--- src/rtl/reg_file_mt_pkg.sv ---
// Shared definitions for the multi-context register file: FSM encoding and
// the {thread,reg} flat-address helper.
package reg_file_mt_pkg;

  typedef enum logic {
    ST_INIT = 1'b0,
    ST_RUN  = 1'b1
  } state_e;

  function automatic int unsigned flat_addr(input int unsigned thread,
                                            input int unsigned regidx,
                                            input int unsigned log2numregs);
    return (thread << log2numregs) | regidx;
  endfunction

endpackage

--- src/rtl/reg_file_mt_if.sv ---
// Bus bundle for reg_file_mt: two read ports, one write port and the ready flag.
// master drives addresses/data, slave is the register file.
interface reg_file_mt_if #(
  parameter int WIDTH          = 32,
  parameter int LOG2NUMREGS    = 5,
  parameter int LOG2NUMTHREADS = 2
);
  logic [LOG2NUMTHREADS-1:0] a_thread;
  logic [LOG2NUMREGS-1:0]    a_reg;
  logic                      a_en;
  logic [WIDTH-1:0]          a_readdataout;
  logic [LOG2NUMTHREADS-1:0] b_thread;
  logic [LOG2NUMREGS-1:0]    b_reg;
  logic                      b_en;
  logic [WIDTH-1:0]          b_readdataout;
  logic [LOG2NUMTHREADS-1:0] c_thread;
  logic [LOG2NUMREGS-1:0]    c_reg;
  logic [WIDTH-1:0]          c_writedatain;
  logic                      c_we;
  logic                      ready;

  modport master (
    output a_thread, a_reg, a_en, b_thread, b_reg, b_en,
           c_thread, c_reg, c_writedatain, c_we,
    input  a_readdataout, b_readdataout, ready
  );

  modport slave (
    input  a_thread, a_reg, a_en, b_thread, b_reg, b_en,
           c_thread, c_reg, c_writedatain, c_we,
    output a_readdataout, b_readdataout, ready
  );
endinterface

--- src/rtl/reg_file_mt_rdport.sv ---
// One synchronous read port: output register with enable hold and zero-reg masking.
// With REG_FILE_MT_BYPASS_EN defined it also forwards a same-address write.
module reg_file_mt_rdport
  import reg_file_mt_pkg::*;
#(
  parameter int WIDTH       = 32,
  parameter int LOG2NUMREGS = 5,
  parameter int ADDRW       = 7,
  parameter int ZERO_REG    = 1
) (
  input  logic                   clk_i,
  input  logic                   resetn_i,
  input  logic                   init_i,
  input  logic                   en_i,
  input  logic [LOG2NUMREGS-1:0] reg_i,
  input  logic [ADDRW-1:0]       addr_i,
  input  logic [WIDTH-1:0]       mem_data_i,
`ifdef REG_FILE_MT_BYPASS_EN
  input  logic                   wr_en_i,
  input  logic [ADDRW-1:0]       wr_addr_i,
  input  logic [WIDTH-1:0]       wr_data_i,
`endif
  output logic [WIDTH-1:0]       data_o
);

  logic [WIDTH-1:0] data_q, data_d;
  logic             zero_hit;

  assign zero_hit = (ZERO_REG != 0) && (reg_i == '0);

  // Reads during the clear sequence return 0 since storage is not yet valid.
  always_comb begin
    data_d = data_q;
    if (en_i) begin
      if (init_i || zero_hit) data_d = '0;
`ifdef REG_FILE_MT_BYPASS_EN
      else if (wr_en_i && (wr_addr_i == addr_i)) data_d = wr_data_i;
`endif
      else data_d = mem_data_i;
    end
  end

  always_ff @(posedge clk_i) begin
    if (!resetn_i) data_q <= '0;
    else           data_q <= data_d;
  end

  assign data_o = data_q;

endmodule

--- src/rtl/reg_file_mt.sv ---
// Multi-context register file: NUMTHREADS banks of NUMREGS x WIDTH, cleared by
// hardware after reset. Define REG_FILE_MT_BYPASS_EN for write-to-read forwarding.
module reg_file_mt
  import reg_file_mt_pkg::*;
#(
  parameter int WIDTH          = 32,
  parameter int NUMREGS        = 32,
  parameter int LOG2NUMREGS    = 5,
  parameter int NUMTHREADS     = 4,
  parameter int LOG2NUMTHREADS = 2,
  parameter int ZERO_REG       = 1
) (
  input logic         clk,
  input logic         resetn,
  reg_file_mt_if.slave bus
);

  localparam int ADDRW = LOG2NUMTHREADS + LOG2NUMREGS;
  localparam int DEPTH = NUMTHREADS * NUMREGS;

  state_e           state_q, state_d;
  logic [ADDRW-1:0] cnt_q, cnt_d;
  logic             ready_q;
  logic             init;
  logic             wr_en;
  logic [ADDRW-1:0] wr_addr;
  logic [WIDTH-1:0] wr_data;
  logic [ADDRW-1:0] a_addr, b_addr, c_addr;
  logic [WIDTH-1:0] mem [DEPTH];

  assign a_addr = ADDRW'(flat_addr(32'(bus.a_thread), 32'(bus.a_reg), LOG2NUMREGS));
  assign b_addr = ADDRW'(flat_addr(32'(bus.b_thread), 32'(bus.b_reg), LOG2NUMREGS));
  assign c_addr = ADDRW'(flat_addr(32'(bus.c_thread), 32'(bus.c_reg), LOG2NUMREGS));
  assign init   = (state_q == ST_INIT);

  // INIT owns the write port to zero one entry per cycle; RUN hands it to port c.
  always_comb begin
    state_d = state_q;
    cnt_d   = cnt_q;
    wr_en   = 1'b0;
    wr_addr = c_addr;
    wr_data = bus.c_writedatain;
    case (state_q)
      ST_INIT: begin
        wr_en   = 1'b1;
        wr_addr = cnt_q;
        wr_data = '0;
        cnt_d   = cnt_q + 1'b1;
        if (cnt_q == ADDRW'(DEPTH - 1)) state_d = ST_RUN;
      end
      ST_RUN: begin
        wr_en = bus.c_we && !((ZERO_REG != 0) && (bus.c_reg == '0));
      end
      default: state_d = ST_INIT;
    endcase
  end

  always_ff @(posedge clk) begin
    if (!resetn) begin
      state_q <= ST_INIT;
      cnt_q   <= '0;
      ready_q <= 1'b0;
    end else begin
      state_q <= state_d;
      cnt_q   <= cnt_d;
      ready_q <= (state_d == ST_RUN);
    end
  end

  always_ff @(posedge clk) begin
    if (resetn && wr_en) mem[wr_addr] <= wr_data;
  end

`ifdef REG_FILE_MT_BYPASS_EN
  logic run_we;
  assign run_we = (state_q == ST_RUN) && wr_en;
`endif

  reg_file_mt_rdport #(
    .WIDTH(WIDTH), .LOG2NUMREGS(LOG2NUMREGS), .ADDRW(ADDRW), .ZERO_REG(ZERO_REG)
  ) u_rd_a (
    .clk_i      (clk),
    .resetn_i   (resetn),
    .init_i     (init),
    .en_i       (bus.a_en),
    .reg_i      (bus.a_reg),
    .addr_i     (a_addr),
    .mem_data_i (mem[a_addr]),
`ifdef REG_FILE_MT_BYPASS_EN
    .wr_en_i    (run_we),
    .wr_addr_i  (wr_addr),
    .wr_data_i  (wr_data),
`endif
    .data_o     (bus.a_readdataout)
  );

  reg_file_mt_rdport #(
    .WIDTH(WIDTH), .LOG2NUMREGS(LOG2NUMREGS), .ADDRW(ADDRW), .ZERO_REG(ZERO_REG)
  ) u_rd_b (
    .clk_i      (clk),
    .resetn_i   (resetn),
    .init_i     (init),
    .en_i       (bus.b_en),
    .reg_i      (bus.b_reg),
    .addr_i     (b_addr),
    .mem_data_i (mem[b_addr]),
`ifdef REG_FILE_MT_BYPASS_EN
    .wr_en_i    (run_we),
    .wr_addr_i  (wr_addr),
    .wr_data_i  (wr_data),
`endif
    .data_o     (bus.b_readdataout)
  );

  assign bus.ready = ready_q;

endmodule

--- src/flat_wrapper.sv ---
// flat-port wrapper written by rule: the top's interface ports become plain ports
module reg_file_mt_flat import reg_file_mt_pkg::*;
#(
  parameter int WIDTH          = 32,
  parameter int NUMREGS        = 32,
  parameter int LOG2NUMREGS    = 5,
  parameter int NUMTHREADS     = 4,
  parameter int LOG2NUMTHREADS = 2,
  parameter int ZERO_REG       = 1
)
  (clk, resetn, bus_a_thread, bus_a_reg, bus_a_en, bus_b_thread, bus_b_reg, bus_b_en, bus_c_thread, bus_c_reg, bus_c_writedatain, bus_c_we, bus_a_readdataout, bus_b_readdataout, bus_ready);
  reg_file_mt_if #(.WIDTH(WIDTH), .LOG2NUMREGS(LOG2NUMREGS), .LOG2NUMTHREADS(LOG2NUMTHREADS)) bus_i ();
  input logic clk;
  input logic resetn;
  input wire logic [$bits(bus_i.a_thread)-1:0] bus_a_thread;
  input wire logic [$bits(bus_i.a_reg)-1:0] bus_a_reg;
  input wire logic [$bits(bus_i.a_en)-1:0] bus_a_en;
  input wire logic [$bits(bus_i.b_thread)-1:0] bus_b_thread;
  input wire logic [$bits(bus_i.b_reg)-1:0] bus_b_reg;
  input wire logic [$bits(bus_i.b_en)-1:0] bus_b_en;
  input wire logic [$bits(bus_i.c_thread)-1:0] bus_c_thread;
  input wire logic [$bits(bus_i.c_reg)-1:0] bus_c_reg;
  input wire logic [$bits(bus_i.c_writedatain)-1:0] bus_c_writedatain;
  input wire logic [$bits(bus_i.c_we)-1:0] bus_c_we;
  output wire logic [$bits(bus_i.a_readdataout)-1:0] bus_a_readdataout;
  output wire logic [$bits(bus_i.b_readdataout)-1:0] bus_b_readdataout;
  output wire logic [$bits(bus_i.ready)-1:0] bus_ready;
  assign bus_i.a_thread = bus_a_thread;
  assign bus_i.a_reg = bus_a_reg;
  assign bus_i.a_en = bus_a_en;
  assign bus_i.b_thread = bus_b_thread;
  assign bus_i.b_reg = bus_b_reg;
  assign bus_i.b_en = bus_b_en;
  assign bus_i.c_thread = bus_c_thread;
  assign bus_i.c_reg = bus_c_reg;
  assign bus_i.c_writedatain = bus_c_writedatain;
  assign bus_i.c_we = bus_c_we;
  assign bus_a_readdataout = bus_i.a_readdataout;
  assign bus_b_readdataout = bus_i.b_readdataout;
  assign bus_ready = bus_i.ready;
  reg_file_mt #(.WIDTH(WIDTH), .NUMREGS(NUMREGS), .LOG2NUMREGS(LOG2NUMREGS), .NUMTHREADS(NUMTHREADS), .LOG2NUMTHREADS(LOG2NUMTHREADS), .ZERO_REG(ZERO_REG)) u_core (.clk(clk), .resetn(resetn), .bus(bus_i));
endmodule
--- config.mk ---
export PLATFORM = sky130hd
export DESIGN_NAME = reg_file_mt_flat
export DESIGN_NICKNAME = d
export VERILOG_FILES = /design/src/rtl/reg_file_mt_pkg.sv /design/src/rtl/reg_file_mt_if.sv /design/src/rtl/reg_file_mt_rdport.sv /design/src/rtl/reg_file_mt.sv /design/src/flat_wrapper.sv
export SDC_FILE = /design/constraint.sdc
export NUM_CORES = 2
export LEC_CHECK = 0
export CAP_MARGIN = 10
export CORE_ASPECT_RATIO = 1.4
export CORE_MARGIN = 1
export CORE_UTILIZATION = 40
export DETAILED_ROUTE_END_ITERATION = 8
export PLACE_DENSITY_LB_ADDON = 0.08
export SYNTH_ARGS = -nofsm -noshare
export SYNTH_HDL_FRONTEND = slang
export SYNTH_SLANG_ARGS = --single-unit
--- constraint.sdc ---
create_clock -name clk -period 3.26 [get_ports clk]
set_input_delay 0.652 -clock clk [delete_from_list [all_inputs] [get_ports clk]]
set_output_delay 0.652 -clock clk [all_outputs]
set_load 0.02 [all_outputs]
Yosys cells after proc, flatten, opt, wreduce, memory -nomap -nowiden
Memory sizes are Yosys's and may differ from the RTL's.
Index checks and enable logic that the tools add are counted.
{ "classes": {"n_addsub": 1, "n_eq_ne": 1, "muxes": 9, "bitwise": 4, "n_reduce_logical": 8} }
{ "ops": {"columns": ["op", "count"], "rows": [
  ["32-bit two-way mux", 3],
  ["7-bit by 5-bit OR with 7-bit output", 3],
  ["5-bit zero test", 3],
  ["7-bit by 1-bit adder with 7-bit output (second input constant)", 1],
  ["7-bit == test (second input constant)", 1],
  ["7-bit two-way mux", 1],
  ["1-bit two-way mux", 4],
  ["1-bit logical AND", 2],
  ["1-bit logical OR", 2],
  ["1-bit case mux with 2 select lines", 1],
  ["1-bit zero test", 1],
  ["1-bit inverter", 1]
]} }
{ "word_totals": {"reg_bits": 72, "ramBits": 4096, "in_bits": 58, "output_inout_bits": 65, "elab_cells": 28, "mem_count": 1} }
{ "memory_table": {"columns": ["memory", "words", "width", "rd", "rd_ports_with_merged_regs", "write_ports", "line", "text"], "rows": [
  ["u_core.mem", 128, 32, 2, 0, 1, "reg_file_mt.sv:29", "logic [WIDTH-1:0] mem [DEPTH];"]
]} }

Longest topological paths before layout
{ "logic_depth": {"word_depth": 7, "ltp_mapped": 13, "mapped_depth_nobuf": 7} }

Cells and area by module
From an unflattened synthesis, not the netlist that was laid out.
{ "hier_totals": {"hier_cells": 7876, "area_unflattened_um2": 190191.2} }
{ "by_module_without_submodules": {"columns": ["module", "n_inst", "cells_each", "area_per_inst_um2", "seq_area_each_um2"], "rows": [
  ["reg_file_mt", 1, 7724, 188166.7, 123158.1],
  ["reg_file_mt_rdport", 2, 76, 1012.2, 640.6]
]} }

Worst setup path after synthesis
OpenSTA, ideal clock, no wires.
{ "synth_timing": {"path_type": "register -> register", "startpoint": "reg u_core.state_q", "endpoint": "mem u_core.mem[0][0], data pin", "setup_time_ps": 534, "arrival_time_ps": 3154, "required_ps": 2726, "setup_slack_ps": -428, "stages_incl_launch_ff": 6, "n_path_buf": 4, "synth_period_minus_slack_ps": 3688, "path_cell_list": "dfxtp_1 > clkbuf_1 > clkbuf_1 > clkbuf_1 > clkbuf_1 > and2_1"} }
{ "synth_between": {"elab_chain_cells": 1} }
{ "synth_rtl": {"columns": ["element", "line", "text"], "rows": [
  ["start: declaration", "reg_file_mt.sv:21", "state_e state_q, state_d;"],
  ["start signal: assignment", "reg_file_mt.sv:64", "state_q <= state_d;"],
  ["32-bit two-way mux", "reg_file_mt.sv:43", "case (state_q)"],
  ["named net u_core.wr_data[0]", "reg_file_mt.sv:27", "logic [WIDTH-1:0] wr_data;"],
  ["end: declaration", "reg_file_mt.sv:29", null]
]} }
The timed path passes the listed nets, and every way through them passes these cells.

Final worst setup path
{ "layout_timing": {"startpoint": "in bus_b_reg[1]", "endpoint": "reg u_core.u_rd_b.data_q[18] (netlist: u_core.u_rd_b.data_o[18])"} }
{ "layout_between": {"elab_chain_cells": 3, "word_cells_on_any_way": 5, "classes_between": "mux (1); bitwise (1); reduce/logical (2); memory (1)"} }
{ "layout_rtl": {"columns": ["element", "line", "text"], "rows": [
  ["start: declaration", "flat_wrapper.sv:19", "input wire logic [$bits(bus_i.b_reg)-1:0] bus_b_reg;"],
  ["7-bit by 5-bit OR with 7-bit output or 5-bit zero test (tied branches)", "reg_file_mt_pkg.sv:13, reg_file_mt_rdport.sv:29", null],
  ["memory 128 x 32 bit or 1-bit logical OR (tied branches)", null, null],
  ["32-bit two-way mux *", "reg_file_mt_rdport.sv:35", "if (init_i || zero_hit) data_d = '0;"],
  ["end signal: assignment", "reg_file_mt_rdport.sv:45", "else data_q <= data_d;"],
  ["end: declaration", "reg_file_mt_rdport.sv:26", "logic [WIDTH-1:0] data_q, data_d;"]
]} }
Mark *: on every way between the ends. The rest lies on a longest branch, timed or not.
A chain may end at the register's enable or synchronous reset.

==> results <==
- The setup slack on the worst flop-to-flop path is 0.02 ns.
- Fill cells in the final layout number 39900.
- The flow ran to the end, but the final reports show violations.
- The fraction of the cycle the final worst path needs is 1.02.
- The number of storage elements in the synthesis netlist is 4168.
- Detailed placement ended at an HPWL of approximately 650000 um.
- The checks that failed: capacitance limit, slew limit, setup timing.
- The number of slew-limit violations in the final report is 3.
- The time the final worst path needs with I/O delays and setup is 3.32 ns.
- The reported max-cap violation count is 1.
- The later pin in the worst-skew pair is clocked with a latency of approximately 1.2 ns.
- The final global-route overflow total is 0.
- The first global-routing pass estimated 1210000 um of wire.
- The initial antenna violation count is 99.
- The number of synthesized flops with an enable pin is 4096.
- Of the total synthesized cell area, the portion taken by AND, OR, NAND and NOR gates is 0.0226.
- The worst setup margin is -0.0640 ns.
- The number of DRC markers in iteration 0 is 19700.
- The floorplan die area is 488000 sq um.
- Of the cells placed in the final design, the portion with a size suffix greater than 1 is 0.361.
- The vertical die dimension is 826 um.
- The launching point of the worst reg2reg path is u_core.state_q.
- The worst-case IR drop observed on VDD is 0.000478 V.
- The Yosys step of the flow raised 0 warnings.
- The slew at the pin with the worst max-slew slack is 1.51 ns.
- Setup violations remaining at the end of the flow were counted as 4.
- The number of levels the H-tree was split into is 5.
- In the routed design, unresolved DRC markers number 0.
- The clock buffer count from CTS is 431.
- Relative to the synthesized area, the layout overhead comes to 23.2%.
- The buffer depth of the longest clock path is 4.
- The main combinational cell family by area after synthesis is multiplexers.
- At the end of routability-driven placement, the weighted congestion stood at 0.970.
- The kind of critical path is input pin to flip-flop.
- Power comes to 120 mW.
- The maximum fanout along the worst path is 10.
- Of the total synthesized cell area, the portion taken by full adders, half adders and majority gates is 0.0000644.
- Synthesis produced a netlist with a net count of approximately 11000.
- The average instance in the mapped netlist occupies 18.3 sq um.
- The maximum number of pins on one net before global-route repair is ~130.
- In this design, the critical path's most frequently occurring cell is sky130_fd_sc_hd__buf_4.
- The relative slew slack is -0.0135.
- During I/O placement, the number of pins put on the boundary was 123.
- The hold path startpoint is bus_c_writedatain[30].
- The cell count after synthesis is between 10000 and 15000.
- The floorplan step set the die width to between 500 and 600 um.
- The required time reported for the critical path endpoint is roughly 4.3 ns.
- The number of post-CTS setup repair buffers is 0.
- In the post-synthesis netlist, the cell with the most instances is sky130_fd_sc_hd__edfxtp_1.
- The area of the core region is 483000 sq um.
- Along the worst hold path, the cell count comes to 2.
- The most frequently used flop master after synthesis is sky130_fd_sc_hd__edfxtp_1.
- The stage delay of the slowest cell on the critical path is roughly 0.8 ns.
- The post-synthesis compound-gate area fraction is 0.0636.
- For this block, the via count after detailed routing is 132000.
- The critical path goes through buf_8, buf_12, nand2b_4, buf_4, buf_4, o221ai_1, a32oi_1, buf_4, o21ai_0, a211oi_1, buf_4, o221ai_1.
- In the synthesized netlist, the cells that appear most often are sky130_fd_sc_hd__edfxtp_1 (4096), sky130_fd_sc_hd__mux4_2 (1557), sky130_fd_sc_hd__mux2i_1 (1241), sky130_fd_sc_hd__o221ai_1 (413), sky130_fd_sc_hd__a21oi_1 (350).
- Derived from the worst setup path, the maximum achievable clock frequency is 301 MHz.
- The all-layer global routing usage is 0.372.
- The share of flip-flops with an asynchronous set or reset after synthesis is 0.
- The endpoint kind of the worst setup timing path is a flip-flop.
- The number of buffer and inverter instances along the worst setup path is 6.
- At the end of the flow, the number of nets in the layout was 12600.
- The total power density per cell area is ~500 nW/um^2.
- Summing every instance area after synthesis gives just under 200000 sq um.
- The share of the Yosys chip area taken by registers is 0.641.
- The number of endpoints with negative hold slack in the final report is 0.
- Once layout is complete, the cells apart from fillers number 19300.
- The count of buffers added on input and output ports is 122.
- In the final routed layout, each cell accounts on average for 47.6 um.
- The worst hold slack is 0.360 ns.
- Of the total synthesized cell area, the portion taken by XOR and XNOR cells is 0.000226.
- The vias per cell is 6.82.
- The kind of cell with the highest combined delay along the critical path is buffers and inverters.
- Of all cell types, the one taking the most synthesized area is sky130_fd_sc_hd__edfxtp_1.
- In this run the remaining antenna-violating nets after routing total 0.
- For hold timing, the worst endpoint is u_core.mem[78][30].
- The worst setup skew after layout is 0.0498 ns.
- In this run the static leakage power is 79.8 nW.
- The tree is rooted in a sky130_fd_sc_hd__clkbuf_16.
- Summed over all failing endpoints, the final setup total negative slack is -0.154 ns.
- The worst reg2reg path depth is 12.
- The worst reg2reg path endpoint is u_core.u_rd_a.data_o[19].
- The final design utilization is 0.495.
- For this block, the routed nets add up to 919000 um of wire.
- The initialized floorplan defines 302 standard-cell rows.
- The tightest min-delay check is of the input pin to flip-flop type.
- The first detailed-routing pass took 6 iterations.
- The arrival time at the worst endpoint is 4.31 ns.
- TritonCTS built the clock tree.
- The slowest stage of the critical path belongs to the cell sky130_fd_sc_hd__a32oi_1.
- For this configuration, the core starts out at a cell density of 0.402.
- The number of global-route vias before repair is 130000.
- The startpoint class of the critical path is an input pin.
- After clock tree synthesis, the clock-pin slew on the worst setup and hold paths is 0.07 ns.
- After synthesis, the netlist uses 80 different library cells.
- The clock net sink count is 4168.
- After detailed placement, the design holds a cell count of 18500.
- The portion of synthesized area spent on multiplexers is 0.247.
- After synthesis, the cell types taking the most area are sky130_fd_sc_hd__edfxtp_1 (63%), sky130_fd_sc_hd__mux4_2 (18%), sky130_fd_sc_hd__mux2i_1 (6.4%).
- The share of the synthesized area in the top cell type is 0.634.
==> area by class of cell <==
class | instances | area (sq um) | area share
antenna | 78 | 195 | 0.000816
clock buffer | 534 | 11400 | 0.0477
clock inverter | 257 | 2640 | 0.0110
inverter | 14 | 80.1 | 0.000335
multi-input combinational | 5576 | 65900 | 0.276
sequential | 4168 | 124000 | 0.520
tap | 6384 | 7990 | 0.0334
timing repair buffer | 2308 | 26500 | 0.111
==> layout by cell type (no fill, tap or decap), drive strengths merged, types with 15 or more instances in the layout <==
cell	instances
edfxtp	4096
nor2b	31
diode	78
o31ai	20
a221oi	20
a31oi	70
clkdlybuf4s50	108
clkbuf	535
mux2	33
clkinv	178
nand3	110
clkinvlp	17
o211ai	49
a2bb2oi	15
a21o	39
inv	30
dfxtp	72
a211oi	48
a22oi	85
buf	2197
nand2b	17
o221ai	413
a311oi	17
a32oi	22
nand2	254
o22ai	317
mux4	1557
bufinv	46
a21oi	350
nand4	17
and2	69
o21ai	175
nor2	317
nor3	94
mux2i	1241
==> metrics by stage <==
step	cell area, sq um	worst slack (ns)
finish	239000	-0.0640
global placement	225000	-1.02
floorplan	194000	-0.234
CTS	239000	0.00378
global route	239000	-0.0288
detailed placement	225000	-1.07
==> power breakdown <==
group | switching [mW] | internal [mW]
sequential | 0.0353 | 58.0
combinational | 6.74 | 4.27
clock | 22.5 | 28.4
total | 29.3 | 90.7
==> per-layer routing <==
layer,part of all wire,wire length (um),vias up,GRT usage
met3,0.094,86500,2201,0.0786
met4,0.094,86400,52,0.288
li1,-,-,49600,-
met1,0.35,325000,71200,0.453
met2,0.46,422000,8776,0.580
met5,0.00038,353,-,0
==> worst register-to-register path: stages, from the launching register on <==
cell,delay (ns)
sky130_fd_sc_hd__dfxtp_4,0.47
sky130_fd_sc_hd__and3_2,0.38
sky130_fd_sc_hd__buf_4,0.18
sky130_fd_sc_hd__o21ai_2,0.10
sky130_fd_sc_hd__nor2_1,0.34
sky130_fd_sc_hd__buf_12,0.20
sky130_fd_sc_hd__buf_4,0.16
sky130_fd_sc_hd__nand2_1,0.19
sky130_fd_sc_hd__buf_12,0.25
sky130_fd_sc_hd__nor3_1,0.47
sky130_fd_sc_hd__buf_4,0.27
sky130_fd_sc_hd__a22oi_1,0.08
sky130_fd_sc_hd__nand4_1,0.10
==> kinds of logic after synthesis <==
family                   count (synthesis)
buffers and inverters                  870
AO/OA/AOI/OAI                         1775
AND/OR/NAND/NOR                        964
XOR/XNOR                                 5
flip-flops                            4168
multiplexers                          2831
adder cells (fa/ha/maj)                  1
==> worst max-delay path by stage <==
stage / end / cells past startpoint / slack (ns) / startpoint
after floorplan: u_core.mem[0][24] / 4 / -0.23 / u_core.state_q
after global placement: u_core.u_rd_a.data_o[5] / 11 / -1.02 / bus_a_reg[0]
after detailed placement: u_core.u_rd_a.data_o[5] / 11 / -1.07 / bus_a_reg[0]
after CTS: bus_b_readdataout[31] / 1 / 0.004 / u_core.u_rd_b.data_o[31]
after global routing: bus_b_readdataout[13] / 1 / -0.03 / u_core.u_rd_b.data_o[13]
final: u_core.u_rd_b.data_o[18] / 12 / -0.06 / bus_b_reg[1]
==> registers in the layout, summed over array words and instances (netlist names) <==
signal                flops
u_core.cnt_q              7
u_core.mem             4096
u_core.u_rd_b.data_o     32
u_core.u_rd_a.data_o     32
u_core.state_q            1
==> timing repair <==
item / 4_1_cts / 5_1_grt
pin swaps: 0 / 0
hold buffers: 0 / 0
hold endpoints to repair: 0 / 0
endpoints found under the setup margin: 15 / 2
gates resized for setup: 15 / 1
Note: power is estimated with default switching activity, not from simulation.
